<file path="config.mk">
export PLATFORM = sky130hd
export DESIGN_NAME = byte_serializer
export DESIGN_NICKNAME = d
export VERILOG_FILES = /design/src/rtl/byte_serializer.sv
export SDC_FILE = /design/constraint.sdc
export NUM_CORES = 1
export LEC_CHECK = 0
export CAP_MARGIN = 20
export CORE_MARGIN = 4
export CORE_UTILIZATION = 54
export CTS_CLUSTER_SIZE = 10
export DETAILED_ROUTE_END_ITERATION = 6
export PLACE_DENSITY = 0.77
export SLEW_MARGIN = 10
export SYNTH_ARGS = -nofsm -noshare
export SYNTH_HDL_FRONTEND = slang
export SYNTH_SLANG_ARGS = --single-unit
</file>
<file path="constraint.sdc">
create_clock -name clk -period 2.4 [get_ports clk]
set_clock_uncertainty 0.15 [all_clocks]
set_input_delay 0.48 -clock clk [delete_from_list [all_inputs] [get_ports clk]]
set_output_delay 0.48 -clock clk [all_outputs]
set_load 0.02 [all_outputs]
</file>
<file path="src/rtl/byte_serializer.sv">
// Byte-to-async-serial frame generator: start bit, DATA_W data bits LSB first, STOP_BITS stop bits.
// A one-entry holding register lets the next byte arrive while the current frame shifts out.
module byte_serializer #(
    parameter int DATA_W       = 8,
    parameter int CLKS_PER_BIT = 4,
    parameter int STOP_BITS    = 1
) (
    input  logic              clk,
    input  logic              reset,
    input  logic              in_valid,
    output logic              in_ready,
    input  logic [DATA_W-1:0] in_data,
    output logic              ser_out,
    output logic              busy
);

    localparam int BIT_W  = (DATA_W > 1) ? $clog2(DATA_W) : 1;
    localparam int BAUD_W = (CLKS_PER_BIT > 1) ? $clog2(CLKS_PER_BIT) : 1;

    localparam logic [BAUD_W-1:0] BAUD_LAST = BAUD_W'(CLKS_PER_BIT - 1);
    localparam logic [BIT_W-1:0]  LAST_DATA = BIT_W'(DATA_W - 1);
    localparam logic [BIT_W-1:0]  LAST_STOP = BIT_W'(STOP_BITS - 1);

    generate
        if (CLKS_PER_BIT < 1 || STOP_BITS < 1 || STOP_BITS > 2) begin : g_param_check
            $error("byte_serializer: illegal CLKS_PER_BIT or STOP_BITS");
        end
    endgenerate

    typedef enum logic [1:0] {IDLE, START, DATA, STOP} state_t;

    state_t              state, state_n;
    logic                hold_full;
    logic                drain;
    logic [DATA_W-1:0]   hold;
    logic [DATA_W-1:0]   shifter, shifter_n;
    logic [BIT_W-1:0]    bit_cnt, bit_n;
    logic [BAUD_W-1:0]   baud_cnt, baud_n;
    logic                ser_n;
    logic                bit_end;

    assign in_ready = !hold_full;
    assign busy     = (state != IDLE) || hold_full;
    assign bit_end  = (baud_cnt == '0);

    always_comb begin
        state_n   = state;
        shifter_n = shifter;
        bit_n     = bit_cnt;
        baud_n    = baud_cnt;
        ser_n     = ser_out;
        drain     = 1'b0;
        case (state)
            IDLE: begin
                ser_n = 1'b1;
                if (hold_full) begin
                    drain     = 1'b1;
                    shifter_n = hold;
                    state_n   = START;
                    ser_n     = 1'b0;
                    baud_n    = BAUD_LAST;
                end
            end
            START: begin
                baud_n = bit_end ? BAUD_LAST : baud_cnt - 1'b1;
                if (bit_end) begin
                    state_n = DATA;
                    ser_n   = shifter[0];
                    bit_n   = '0;
                end
            end
            DATA: begin
                baud_n = bit_end ? BAUD_LAST : baud_cnt - 1'b1;
                if (bit_end) begin
                    if (bit_cnt == LAST_DATA) begin
                        state_n = STOP;
                        ser_n   = 1'b1;
                        bit_n   = '0;
                    end else begin
                        shifter_n = shifter >> 1;
                        ser_n     = shifter_n[0];
                        bit_n     = bit_cnt + 1'b1;
                    end
                end
            end
            STOP: begin
                baud_n = bit_end ? BAUD_LAST : baud_cnt - 1'b1;
                if (bit_end) begin
                    if (bit_cnt == LAST_STOP) begin
                        bit_n = '0;
                        // A waiting byte starts its frame immediately, with no idle cycle.
                        if (hold_full) begin
                            drain     = 1'b1;
                            shifter_n = hold;
                            state_n   = START;
                            ser_n     = 1'b0;
                        end else begin
                            state_n = IDLE;
                        end
                    end else begin
                        bit_n = bit_cnt + 1'b1;
                    end
                end
            end
            default: begin
                state_n = IDLE;
                ser_n   = 1'b1;
            end
        endcase
    end

    always_ff @(posedge clk or posedge reset) begin
        if (reset) begin
            state     <= IDLE;
            hold_full <= 1'b0;
            shifter   <= '0;
            bit_cnt   <= '0;
            baud_cnt  <= '0;
            ser_out   <= 1'b1;
        end else begin
            state    <= state_n;
            shifter  <= shifter_n;
            bit_cnt  <= bit_n;
            baud_cnt <= baud_n;
            ser_out  <= ser_n;
            if (drain) begin
                hold_full <= 1'b0;
            end else if (in_valid && !hold_full) begin
                hold_full <= 1'b1;
            end
        end
    end

    // Holding register carries only data, so it needs no reset.
    always_ff @(posedge clk) begin
        if (in_valid && in_ready) begin
            hold <= in_data;
        end
    end

endmodule

</file>
* Yosys cells after proc, flatten, opt, wreduce, memory -nomap -nowiden *
Cells that the tools add are included.

operators by class
  add/subtract/negate cells = 2
  eq/ne operators = 12
  multiplexer cells = 37
  reductions and logical operators = 15

operator list
  kind                 number
  $mux 8               5
  $pmux 8 s3           1
  $mux 2               8
  $ne 2x2->1 const B   8
  $mux 3               5
  $mux 1               13
  $reduce_and 5->1     2
  $pmux 3 s3           1
  $pmux 2 s4           1
  $reduce_and 6->1     1
  $reduce_bool 3->1    2
  $eq 2x2->1 const B   2
  $logic_not 2->1      2
  $pmux 1 s4           1
  $pmux 2 s2           1
  $reduce_and 4->1     1
  $reduce_bool 2->1    2
  $add 3x1->3 const B  1
  $eq 3x3->1 const B   1
  $logic_not 3->1      1
  $reduce_or 3->1      1
  $eq 2x1->1 const B   1
  $pmux 1 s2           1
  $sub 2x1->2 const B  1
  other kinds (3)      3

word-level totals
  register bits = 25
  output and inout port bits = 3

* Longest topological paths before layout *
Gate-level depths: netlist of run 1.

  word-level depth = 5
  gate-level depth with buffers = 7
  mapped depth without buffers = 6

* Worst setup path before layout of run 1 *
No wires, ideal clock.

  kind = flip-flop to flip-flop
  start point = register state[0]
  end point = register state[1]
  library setup time = 125 ps
  arrival time = 1692 ps
  required time = 2125 ps
  slack = 433 ps
  cell stages (with the launch flop) = 8
  path buffers = 1
  clock period less this slack = 1967 ps
  path through = dfrtp_1 inv_1 ha_1 buf_6 nor3_4 nor2_1 nor3_2 mux2_2

between the ends
  longest elaborated chain between the ends = 3
  elaborated cells between the ends (all ways) = 12

ends and longest elaborated chain
  what                                RTL line  source
  start: declaration                  32        state_t state, state_n;
  start signal: assignment            121       state <= state_n;
  $eq 2x2->1 (tied with other cells)  53        case (state)
  $ne 2x2->1 (no source line)         --
  $reduce_and 6->1 (no source line)   --

Several ways; a longest one is shown, not always the timed one.
A chain may end at the register's enable or synchronous reset.

* Worst setup path in the final report of run 1 *
  start point = register state[1]
  end point = output port busy

between the ends
  longest elaborated chain between the ends = 2

ends and longest elaborated chain
  what               RTL line  source
  $reduce_bool 2->1  43        assign busy = (state != IDLE) || hold_full;
  $logic_or 1x1->1   43
  end: declaration   14        output logic busy

No other way between the ends.

==> impl_metrics.env, run 1 <==
export IMPL_reg2reg_depth=7
export IMPL_nature_of_the_critical_path_startpoint="flip-flop"
export IMPL_report_final_hold_viol_count=0
export IMPL_instances_no_fill=158
export IMPL_synth_top_flop_cell="sky130_fd_sc_hd__dfrtp_1"
export IMPL_core_region_area_um2=2230
export IMPL_aggregate_global_route_resource_usage_pct=15.0
export IMPL_xor_xnor_share_of_the_synthesized_area_pct=0
export IMPL_asyncSetResetFlopFracSynth_pct=68.0
export IMPL_rr_endpoint="shifter[1]"
export IMPL_timing_worst_setup_path_type="flip-flop to output port"
export IMPL_place_area_um2=1440
export IMPL_antenna_found_initial=0
export IMPL_synth_avg_cell_area_um2=11.6
export IMPL_synth_compound_gate_area_share_pct=14.1
export IMPL_regToRegStartpoint="bit_cnt[0]"
export IMPL_synth_top_family_by_area="compound AO/OA/AOI/OAI gates"
export IMPL_detailedRoute_firstIterationViolations=21
export IMPL_maxCapViolations=0
export IMPL_rel_slew_slack_pct=56.0
export IMPL_setup_slack_ns=0.113
export IMPL_seq_area_frac_synth_pct=52.2
export IMPL_worst_ir_drop_vdd_uv=989
export IMPL_fin_crit_sh_pct=95.3
export IMPL_die_height_um=56.7
export IMPL_synth_largest_area_cell="sky130_fd_sc_hd__dfrtp_1"
export IMPL_dr_total_vias=837
export IMPL_syn_inst=110
export IMPL_slew_violations=0
export IMPL_synth_adder_area_share_pct=9.78
export IMPL_placementRows=17
export IMPL_netlist_top_cells_area="sky130_fd_sc_hd__dfrtp_1, sky130_fd_sc_hd__edfxtp_1, sky130_fd_sc_hd__ha_1"
export IMPL_finalHoldWorstSlack_ns=0.335
export IMPL_cts_bufs_inserted=3
export IMPL_synthMostInstantiatedCell="sky130_fd_sc_hd__dfrtp_1"
export IMPL_synthDominantCellAreaShare_pct=31.3
export IMPL_post_cts_hold_buffer_count=0
export IMPL_finish_instance_area_um2=1490
export IMPL_clock_path_buffers=2
export IMPL_synth_warnings=0
export IMPL_outcome="completed"
export IMPL_synth_area_um2=1280
export IMPL_timing_worst_slew_pin_value_ns=0.660
export IMPL_dp_cells=152
export IMPL_area_growth_synth_to_final_pct=16.6
export IMPL_overflow=0
export IMPL_post_route_cells_drive_above_1_share_pct=16.2
export IMPL_cp_required_ns=1.77
export IMPL_synth_seq_cells=25
export IMPL_tritoncts="built"
export IMPL_i_o_pin_total=14
export IMPL_hpwl_um=1520
export IMPL_final_core_util_pct=66.8
export IMPL_die_area_um2=3210
export IMPL_maximum_number_of_pins_on_one_net_before_global_route_repair=18
export IMPL_finalWirelength_um=2040
export IMPL_cp_data_arrival_time_ns=1.66
export IMPL_post_drt_via_cell_ratio=5.30
export IMPL_worstSetupEndpoint="busy"
export IMPL_cp_end_kind="output port"
export IMPL_detail_route_wl_per_cell_um=12.9
export IMPL_clock_tree_htree_level_count=1
export IMPL_dr_pass1_iters=4
export IMPL_finalWeightedCongestion=0.812
export IMPL_unrepaired_setup_endpoints_after_global_routing="no"
export IMPL_grt_pass1_vias=825
export IMPL_synth_net_count=131
export IMPL_synth_enable_flop_cells=8
export IMPL_post_synthesis_mux_area_share_pct=8.02
export IMPL_die_width_um=56.7
export IMPL_drc=0
export IMPL_hp_class="flip-flop to flip-flop"
export IMPL_worst_skew_pair_late_latency_ns=0.33
export IMPL_global_route_wire_length_before_repair_um=3680
export IMPL_post_route_min_period_ns=2.29
export IMPL_timing_critical_path_from="state[1]"
export IMPL_fin_nets=152
export IMPL_setup_reg_to_reg_worst_slack_ns=0.37
export IMPL_critPathMaxFanout=4
export IMPL_power_density_cell_area_nw_per_um2=1360
export IMPL_highest_clock_rate_mhz=437
export IMPL_place_worst_setup_slack_ns=0.0899
export IMPL_clk_root_buffer_cell="sky130_fd_sc_hd__clkbuf_4"
export IMPL_insertedDiodeCount=0
export IMPL_synth_simple_gate_area_share_pct=10.7
export IMPL_cts_clk_slew_worst_paths_ns=0.15
export IMPL_portBuffers=13
export IMPL_numClockSinks=25
export IMPL_power_leakage_nw=0.629
export IMPL_synth_top_cells_by_count="sky130_fd_sc_hd__dfrtp_1, sky130_fd_sc_hd__inv_1, sky130_fd_sc_hd__ha_1, sky130_fd_sc_hd__nor2_1, sky130_fd_sc_hd__a21oi_1"
export IMPL_total_power_mw=2.03
export IMPL_antenna_left=0
export IMPL_setup_viol=0
export IMPL_final_setup_tns_ns=0
export IMPL_ys_types=28
export IMPL_initial_util_pct=57.3
==> worst min path at each step <==
stage | from | endpoint | slack, ns | cells after the start
finish | baud_cnt[0] | baud_cnt[0] | 0.33 | 1
global placement | baud_cnt[0] | baud_cnt[0] | 0.31 | 1
detailed placement | baud_cnt[0] | baud_cnt[0] | 0.32 | 1
CTS | baud_cnt[0] | baud_cnt[0] | 0.34 | 1
global route | baud_cnt[0] | baud_cnt[0] | 0.37 | 1
floorplan | reset | baud_cnt[0] | 0.26 | 1
==> where the power goes <==
part | total (mW) | switching, mW | internal, mW
registers | 0.716 | 0.0974 | 0.619
clock network | 0.194 | 0.131 | 0.0638
logic | 1.12 | 0.609 | 0.509
total | 2.03 | 0.837 | 1.19
==> what timing repair did <==
item | CTS | global route
endpoints found under the setup margin | 1 | 1
hold endpoints to repair | 0 | 0
gates resized for setup | 3 | 1
setup buffers | 0 | 2
==> worst max-delay path: stages (launching register included) <==
cell and delay [ns]:
sky130_fd_sc_hd__dfrtp_1 0.44, sky130_fd_sc_hd__inv_1 0.13, sky130_fd_sc_hd__ha_1 0.18, sky130_fd_sc_hd__nor2b_2 0.19
sky130_fd_sc_hd__inv_1 0.10, sky130_fd_sc_hd__clkdlybuf4s15_1 0.29
==> cell usage in the layout, fill, tap and decap left out, types with 3 or more instances in the layout <==
master / instances
sky130_fd_sc_hd__buf_4: 5
sky130_fd_sc_hd__clkdlybuf4s50_1: 12
sky130_fd_sc_hd__clkbuf_4: 3
sky130_fd_sc_hd__ha_1: 10
sky130_fd_sc_hd__mux2i_1: 8
sky130_fd_sc_hd__dfrtp_1: 16
sky130_fd_sc_hd__a21oi_2: 3
sky130_fd_sc_hd__edfxtp_1: 8
sky130_fd_sc_hd__nor2b_1: 3
sky130_fd_sc_hd__a21oi_1: 9
sky130_fd_sc_hd__nor2_1: 10
sky130_fd_sc_hd__o21ai_0: 5
sky130_fd_sc_hd__inv_1: 11
==> layout make-up <==
type / instances / area (µm²)
clock inverters: 1 / 7.51
well taps: 28 / 35.0
flip-flops and latches: 25 / 667
fillers: 187 / 742
clock buffers: 3 / 22.5
repair buffers: 18 / 168
multi-input cells: 71 / 547
inverters: 12 / 45.0
==> kinds of logic (layout without fill, tap and decap cells) <==
family,after synthesis,count (layout)
compound gates,26,26
fa+ha+maj,10,10
buf+inv,14,34
flops,25,25
mux,10,10
simple gates,25,25
==> metal layers <==
| layer | share of wire, % | track usage, % | up-vias | wire (µm) |
|---|---|---|---|---|
| met5 | 0 | 0 | - | 0 |
| met4 | 2.2 | 7.12 | 0 | 44 |
| met3 | 4.1 | 2.76 | 5 | 84 |
| met2 | 44 | 23.1 | 15 | 901 |
| met1 | 49 | 20.4 | 396 | 1010 |
| li1 | - | - | 421 | - |
==> sequential cells by signal, summed over array words and instances (netlist names) <==
name and flops:
shifter 8, hold 8, state 2, baud_cnt 2
bit_cnt 3, ser_out 1, hold_full 1
(Power assumes the default switching activity.)
==> run 2: changes to the inputs <==
--- a/config.mk
+++ b/config.mk
@@ -5,12 +5,11 @@
 export SDC_FILE = /design/constraint.sdc
 export NUM_CORES = 1
 export LEC_CHECK = 0
-export CAP_MARGIN = 20
 export CORE_MARGIN = 4
-export CORE_UTILIZATION = 54
+export CORE_UTILIZATION = 45
 export CTS_CLUSTER_SIZE = 10
 export DETAILED_ROUTE_END_ITERATION = 6
-export PLACE_DENSITY = 0.77
+export PLACE_DENSITY = 0.66
 export SLEW_MARGIN = 10
 export SYNTH_ARGS = -nofsm -noshare
 export SYNTH_HDL_FRONTEND = slang
==> impl_metrics.env, run 2 (same netlist as run 1, synthesis figures left out) <==
export IMPL_detailedRoute_firstIterationViolations=21
export IMPL_setup_slack_ns=0.108
export IMPL_clk_root_buffer_cell="sky130_fd_sc_hd__clkbuf_4"
export IMPL_tritoncts="built"
export IMPL_detail_route_wl_per_cell_um=13.8
export IMPL_cts_bufs_inserted=3
export IMPL_die_area_um2=3760
export IMPL_antenna_left=0
export IMPL_cpPeakStageDelay_ns=0.42
export IMPL_finish_instance_area_um2=1500
export IMPL_outcome="completed"
export IMPL_antenna_found_initial=0
export IMPL_setup_viol=0
export IMPL_reg2reg_depth=7
export IMPL_layout_common_cells="sky130_fd_sc_hd__dfrtp_1, sky130_fd_sc_hd__clkdlybuf4s50_1, sky130_fd_sc_hd__inv_1, sky130_fd_sc_hd__nor2_1, sky130_fd_sc_hd__ha_1"
export IMPL_finalWirelength_um=2220
export IMPL_grt_pass1_vias=819
export IMPL_cp_end_kind="output port"
export IMPL_power_density_cell_area_nw_per_um2=1370
export IMPL_timing_worst_setup_path_type="flip-flop to output port"
export IMPL_numClockSinks=25
export IMPL_maxCapViolations=0
export IMPL_cts_clk_slew_worst_paths_ns=0.14
export IMPL_crit_path_frequent_cell="sky130_fd_sc_hd__inv_1"
export IMPL_dp_cells=155
export IMPL_portBuffers=13
export IMPL_fin_nets=152
export IMPL_regToRegStartpoint="state[1]"
export IMPL_fillCellCount=231
export IMPL_timing_critical_path_from="state[1]"
export IMPL_slew_violations=0
export IMPL_placementRows=19
export IMPL_post_cts_hold_buffer_count=0
export IMPL_die_height_um=61.3
export IMPL_nature_of_the_critical_path_startpoint="flip-flop"
export IMPL_global_route_wire_length_before_repair_um=3670
export IMPL_initial_util_pct=46.8
export IMPL_rel_slew_slack_pct=53.8
export IMPL_power_leakage_nw=0.633
export IMPL_report_final_hold_viol_count=0
export IMPL_highest_clock_rate_mhz=436
export IMPL_clock_tree_htree_level_count=1
export IMPL_insertedDiodeCount=0
export IMPL_maximum_number_of_pins_on_one_net_before_global_route_repair=18
export IMPL_hpwl_um=1580
export IMPL_cp_data_arrival_time_ns=1.66
export IMPL_cp_cell_sequence="inv_1, ha_1, nor2b_4, inv_1, dlygate4sd2_1"
export IMPL_worst_ir_drop_vdd_uv=896
export IMPL_post_route_min_period_ns=2.29
export IMPL_timing_worst_slew_pin_value_ns=0.693
export IMPL_dr_pass1_iters=4
export IMPL_finalWeightedCongestion=0.825
export IMPL_die_width_um=61.3
export IMPL_place_area_um2=1450
export IMPL_layout_commonest_cell="sky130_fd_sc_hd__dfrtp_1"
export IMPL_core_region_area_um2=2730
export IMPL_i_o_pin_total=14
export IMPL_post_route_cells_drive_above_1_share_pct=16.2
export IMPL_aggregate_global_route_resource_usage_pct=13.5
export IMPL_unrepaired_setup_endpoints_after_global_routing="no"
export IMPL_rr_endpoint="shifter[6]"
export IMPL_hp_class="flip-flop to flip-flop"
export IMPL_final_setup_tns_ns=0
export IMPL_setup_reg_to_reg_worst_slack_ns=0.40
export IMPL_post_drt_via_cell_ratio=5.35
export IMPL_cp_required_ns=1.77
export IMPL_registers_with_the_most_flip_flops="hold (8), shifter (8), bit_cnt (3)"
export IMPL_drc=0
export IMPL_area_growth_synth_to_final_pct=17.3
export IMPL_critPathMaxFanout=4
export IMPL_worst_skew_pair_late_latency_ns=0.32
export IMPL_clock_path_buffers=2
export IMPL_instances_no_fill=161
export IMPL_place_worst_setup_slack_ns=0.112
export IMPL_worstSetupEndpoint="busy"
export IMPL_fin_crit_sh_pct=95.5
export IMPL_crit_slowest_cell="sky130_fd_sc_hd__dfrtp_1"
export IMPL_dr_total_vias=862
export IMPL_overflow=0
run 2: final cells by class:
cell class	instances	area, µm²	area share (%)
tap	31	38.8	2.59
clock buffer	3	22.5	1.50
timing repair buffer	18	166	11.1
inverter	12	45.0	3.00
multi-input combinational	71	552	36.8
clock inverter	1	8.76	0.584
sequential	25	667	44.5
run 2: how the worst min path moves through the flow:
stage,cells after the start,from,slack [ns],endpoint
after floorplan,1,reset,0.26,baud_cnt[0]
after global placement,1,baud_cnt[0],0.30,baud_cnt[0]
after detailed placement,1,baud_cnt[0],0.32,baud_cnt[0]
after CTS,1,baud_cnt[0],0.34,baud_cnt[0]
after global routing,1,baud_cnt[0],0.38,baud_cnt[0]
final,1,baud_cnt[0],0.34,baud_cnt[0]
run 2: what timing repair did:
action                                  CTS  global route
gates resized for setup                   2             2
endpoints found under the setup margin    1             1
buffers inserted                          0             2
run 2: through the flow:
step	hold WS (ns)	utilization, %	total power [mW]
3_3_place_gp	0.305	53.0	1.79
3_5_place_dp	0.316	53.0	1.82
5_1_grt	0.376	54.9	2.23
6_report	0.336	54.9	2.06
4_1_cts	0.335	54.1	2.03
2_1_floorplan	0.255	-	1.60
run 2: where the power goes:
group          switching, mW  leakage [nW]  internal, mW  total, mW
registers              0.102         0.270         0.619      0.721
clock network          0.136        0.0183        0.0679      0.204
logic                  0.618         0.345         0.513       1.13
total                  0.856         0.633          1.20       2.06
run 2: metal layers:
| metal | track usage, % | vias up | share of wire, % |
|---|---|---|---|
| met5 | 0 | - | 0 |
| met1 | 17.4 | 424 | 47 |
| met4 | 6.50 | 0 | 1.9 |
| met3 | 2.52 | 4 | 2.9 |
| met2 | 21.9 | 9 | 49 |
| li1 | - | 425 | - |
run 2: worst max-delay path: cells and delay by family, from the launching register on:
family        cells  cell delay [ns]
buf+inv           3             0.53
simple gates      1             0.18
fa+ha+maj         1             0.20
flops             1             0.42
==> RTL edit 1 (flow settings as in run 2) <==
Set the parameter `CLKS_PER_BIT` to 8 (it was 4).
--- a/src/rtl/byte_serializer.sv
+++ b/src/rtl/byte_serializer.sv
@@ -2,7 +2,7 @@
 // A one-entry holding register lets the next byte arrive while the current frame shifts out.
 module byte_serializer #(
     parameter int DATA_W       = 8,
-    parameter int CLKS_PER_BIT = 4,
+    parameter int CLKS_PER_BIT = 8,
     parameter int STOP_BITS    = 1
 ) (
     input  logic              clk,
Check against the original RTL: not equivalent (Yosys sat finds a counterexample within 10 cycles, from zero or initial values and one cycle with reset high).
==> RTL edit 1 against run 2 <==
Sequential power is 3.1% higher; setup slack improved by 0.094 ns; sequential cell count increased by 1; synthesized area grew 4.6%; register-to-register slack worse by 0.16 ns; routed wire length is 3.0% higher; critical path depth shrank 1; power up 2.3%; design area rose by 5.5%; core utilization increased by 1.5 points.
==> RTL edit 1: results (changes against run 2) <==
- The endpoint arrival time on the critical path was 1.57 ns (-0.09 ns).
- The peak fanout along the critical path was 5 (+1).
- The met3 routing resource usage after global routing is 2.52% (about the same).
- In this run the worst hold path is classified as in2async.
- The overall via count from detail_route is 828 (-3.9%).
- The layout buffer count excluding clock buffers is 17 (-1).
- By count the netlist is led by dfrtp_1, mux2_2, ha_1.
- The post-cts repair resize count is 1 (-1).
- The post-placement worst setup slack is 0.251 ns (+0.138 ns).
- The routability congestion estimate is 0.744 (-9.8%).
- The share of synthesized cell area in full adder, half adder and majority cells came to 10.3% (+0.51 points).
- The power consumed by the clock network is 302 uW (+48%).
- The total routing resource utilization after global routing was 12.5% (-0.98 points).
- The largest delay contributor family on the critical path is flip-flops.
- The distinct cell type count after synthesis is 26 (-7.1%).
- The detailed placer's ending HPWL is 1.73 mm (+9.8%).
- The routed length on met1 is 1.20 mm (+16%).
- The largest registers in the layout are hold x8, shifter x8.
- The run finished with clean final reports.
- The fraction of layout cells with a size suffix above 1 is 22.3% (+6.2 points).
- The wire length of the first global-routing pass is 4.00 mm (+8.9%).
- The number of detailed-routing iterations run before antenna repair is 3 (-1).
- The final sequential cell count is 26 (+4.0%).
- The leakage component of the power came to 0.000692 uW (+9.2%).
- The total area of sequential cells is 692 um^2 (+3.8%).
- The total met3 wirelength after detailed routing was 61 um (-4.7%).
- The sequential-cell power consumption came to 743 uW (+3.1%).
- The number of global-route vias before repair came to 881 (+7.6%).
- Ranked by total cell area, the synthesized netlist is headed by dfrtp_1, edfxtp_1, mux2_2, ha_1, a21oi_1.
## RTL edit 1: cell count changes in the layout (fill, tap and decap cells not counted), moves of 3 or more
cell	change
inv_1	-3
mux2i_1	-7
nor2_1	-3
mux2_2	+14
## RTL edit 1: worst paths after layout
kind	from	end	depth (start not counted)
min in group clk	baud_cnt[0]	baud_cnt[0]	1
setup reg to reg	state[0]	ser_out	6
max in group asynchronous	reset	ser_out	3
hold / removal	reset	baud_cnt[2]	3
setup / recovery	state[0]	busy	4
hold reg to reg	baud_cnt[0]	baud_cnt[0]	1
## RTL edit 1: stage by stage
step | area [um^2] | power [uW]
final | 1580 | 2100
after global routing | 1580 | 2280
after CTS | 1580 | 2130
after detailed placement | 1530 | 1830
after global placement | 1530 | 1780
after floorplan | 1340 | 1560
## RTL edit 1: kinds of logic after synthesis
logic type	Yosys count
flip-flops	26
AND/OR/NAND/NOR	25
adder cells (fa/ha/maj)	11
AO/OA/AOI/OAI	20
multiplexers	19
buffers and inverters	9
==> RTL edit 2 (settings of run 2) <==
Made on the original files. Make the reset (`reset`) synchronous in one clocked block. Comments in the files are not updated.
--- a/src/rtl/byte_serializer.sv
+++ b/src/rtl/byte_serializer.sv
@@ -109,7 +109,7 @@
         endcase
     end
 
-    always_ff @(posedge clk or posedge reset) begin
+    always_ff @(posedge clk) begin
         if (reset) begin
             state     <= IDLE;
             hold_full <= 1'b0;
Function: differs if reset is asserted again (counterexample within 4 cycles, from zero or initial values and one cycle with reset high); with reset held inactive, the same outputs for 10 cycles.
==> RTL edit 2 against run 2 <==
Synthesized area did not move; global-route usage rose by 0.17 points; worst hold slack worse by 0.0033 ns; routed wire length up 0.23%; design area fell by 2.0%; sequential cell count stayed put; setup slack gained 0.13 ns; power fell by 23%.
==> RTL edit 2: results (changes against run 2) <==
- The fraction of layout cells with a size suffix above 1 was 13.1% (-3.0 points).
- The uppermost signal routing layer after detailed routing is met4.
- The number of detailed-routing iterations run before antenna repair is 3 (-1).
- The mean instance size in the synthesized netlist came to 10.6 um^2 (-9.1%).
- The leakage component of the power was 0.000550 uW (-13%).
- The buffer depth of the longest clock path was 2 (unchanged).
- The sequential element share of the synthesized area is 45.4% (-6.8 points).
- From synthesis to final layout, the design area changed by 15.0%.
- The post-place instance area is 1440 um^2 (-0.86%).
- The post-synthesis net count is 142 (+8.4%).
- Sorting the synthesized cells by area gives the leading types as dfxtp_1, edfxtp_1, ha_1, mux2i_1, a211oi_1.
- The hold-critical path endpoint is baud_cnt[0].
- The beginning of the worst register-to-register path is state[0].
- The amount of wire on met2 after detailed routing is 1.10 mm (+2.0%).
- The number of synthesized flops with an enable pin came to 8 (unchanged).
- The clock transition at the registers of the reported paths is 0.15 ns.
- The worst voltage drop across the vdd grid is 0.000604 V (-33%).
- The time the final worst path needs with I/O delays and setup is 2.17 ns (-0.126 ns).
- The endpoint arrival time on the critical path came to 1.54 ns (-0.12 ns).
- The worst hold slack after final layout is 0.333 ns (-0.00329 ns).
- The routed length on met1 is 1.02 mm (-1.1%).
- The violation count after the first detailed-route iteration came to 9 (-57%).
- The total number of H-tree levels is 1 (unchanged).
- The startpoint of the lowest-slack hold path is baud_cnt[0].
- The run finished with clean final reports.
- The distinct cell type count after synthesis came to 33 (+18%).
- The endpoint of the most critical register-to-register path is state[0].
- The initial antenna violation count came to 0 (unchanged).
- The detailed placer's ending HPWL is 1.64 mm (+4.0%).
- The routed wire length is 2.22 mm (+0.23%).
- The wire length of the first global-routing pass is 3.84 mm (+4.5%).
- The root buffer cell chosen for the clock tree is clkbuf_4.
- The maximum number of pins on one net before global-route repair is 18 (unchanged).
- The TritonCTS buffer count is 3 (unchanged).
- The worst-case reg-to-reg path depth was 6 (-1).
- The number of buffers inserted by port buffering came to 13 (unchanged).
- In the synthesized netlist, the cells that appear most often are dfxtp_1, nor2_1, inv_1.
- The cell total after placement is 164 (+5.8%).
- The classification of the worst-slack hold path is reg2reg.
- The worst setup slack for register-to-register paths was 0.42 ns (+0.02 ns).
- The total met3 wirelength after detailed routing came to 68 um (+6.3%).
- The post-placement worst setup slack is 0.0789 ns (-0.0333 ns).
- The final cell count without fillers is 168 (+4.3%).
- The post-cts repair resize count is 2 (unchanged).
- The vias per cell was 5.44 (+1.6%).
- The routability congestion estimate came to 0.760 (-7.9%).
- The later-pin clock latency in the skew report is 0.33 ns.
- The peak fanout along the critical path is 6 (+2).
- The share of flip-flops with an asynchronous set or reset after synthesis is 0% (-68 points).
- The number of stages on the worst hold path is 1 (unchanged).
- The relative max-transition margin is 52.7% (-1.1 points).
- The largest registers in the layout are hold x8, shifter x8, bit_cnt x3.
- The count of inserted antenna diode cells is 0 (unchanged).
- The number of global-route vias before repair is 889 (+8.5%).
- The total routing resource utilization after global routing was 13.7% (+0.17 points).
- The total global routing overflow was 0 (unchanged).
- The count of filler cells inserted in the layout is 255 (+10%).
RTL edit 2: changes by cell type in the layout (fill, tap and decap cells not counted), moves of 2 or more:
cell      delta
dfxtp_1     +16
a211oi_2     +3
a211oi_1     +8
o21ai_0      -2
a21oi_1      -3
dfrtp_1     -16
nor2_1       +2
a21oi_2      -3
mux2_2       -2
RTL edit 2: worst max path at each step:
stage	from	end	depth (start not counted)
global route	state[0]	busy	5
floorplan	bit_cnt[0]	shifter[4]	7
CTS	state[1]	busy	5
detailed placement	state[0]	busy	5
finish	state[0]	busy	5
global placement	state[0]	busy	5
RTL edit 2: layer usage:
layer / vias to the layer above / global-route usage [%]
met3: 4 / 3.77
met4: 0 / 4.64
met5: - / 0
met1: 429 / 16.5
li1: 471 / -
met2: 10 / 23.4
RTL edit 2: cell families after synthesis:
logic type,count (synthesis),synth area share [%]
AO/OA/AOI/OAI,33,20.7
buffers and inverters,16,6.55
flip-flops,25,45.4
adder cells (fa/ha/maj),10,9.78
AND/OR/NAND/NOR,29,11.3
multiplexers,8,6.26
RTL edit 2: area by class of cell:
type	instances	share of cell area, %
clock inverters	1	0.596
repair buffers	17	10.6
multi-input cells	80	42.3
well taps	31	2.64
flip-flops and latches	25	39.6
clock buffers	3	1.53
inverters	11	2.81
RTL edit 2: report_power, final:
part / switching [uW] / leakage (uW) / internal, uW / total, uW
clock: 139 / 0.0000183 / 68.0 / 207
sequential: 68.6 / 0.000217 / 548 / 616
combinational: 420 / 0.000315 / 337 / 757
RTL edit 2: worst max-delay path, stage by stage, from the launching register on:
cell,delay [ns]
dfxtp_1,0.41
inv_1,0.12
ha_1,0.23
nor2b_4,0.15
inv_1,0.12
clkbuf_2,0.18
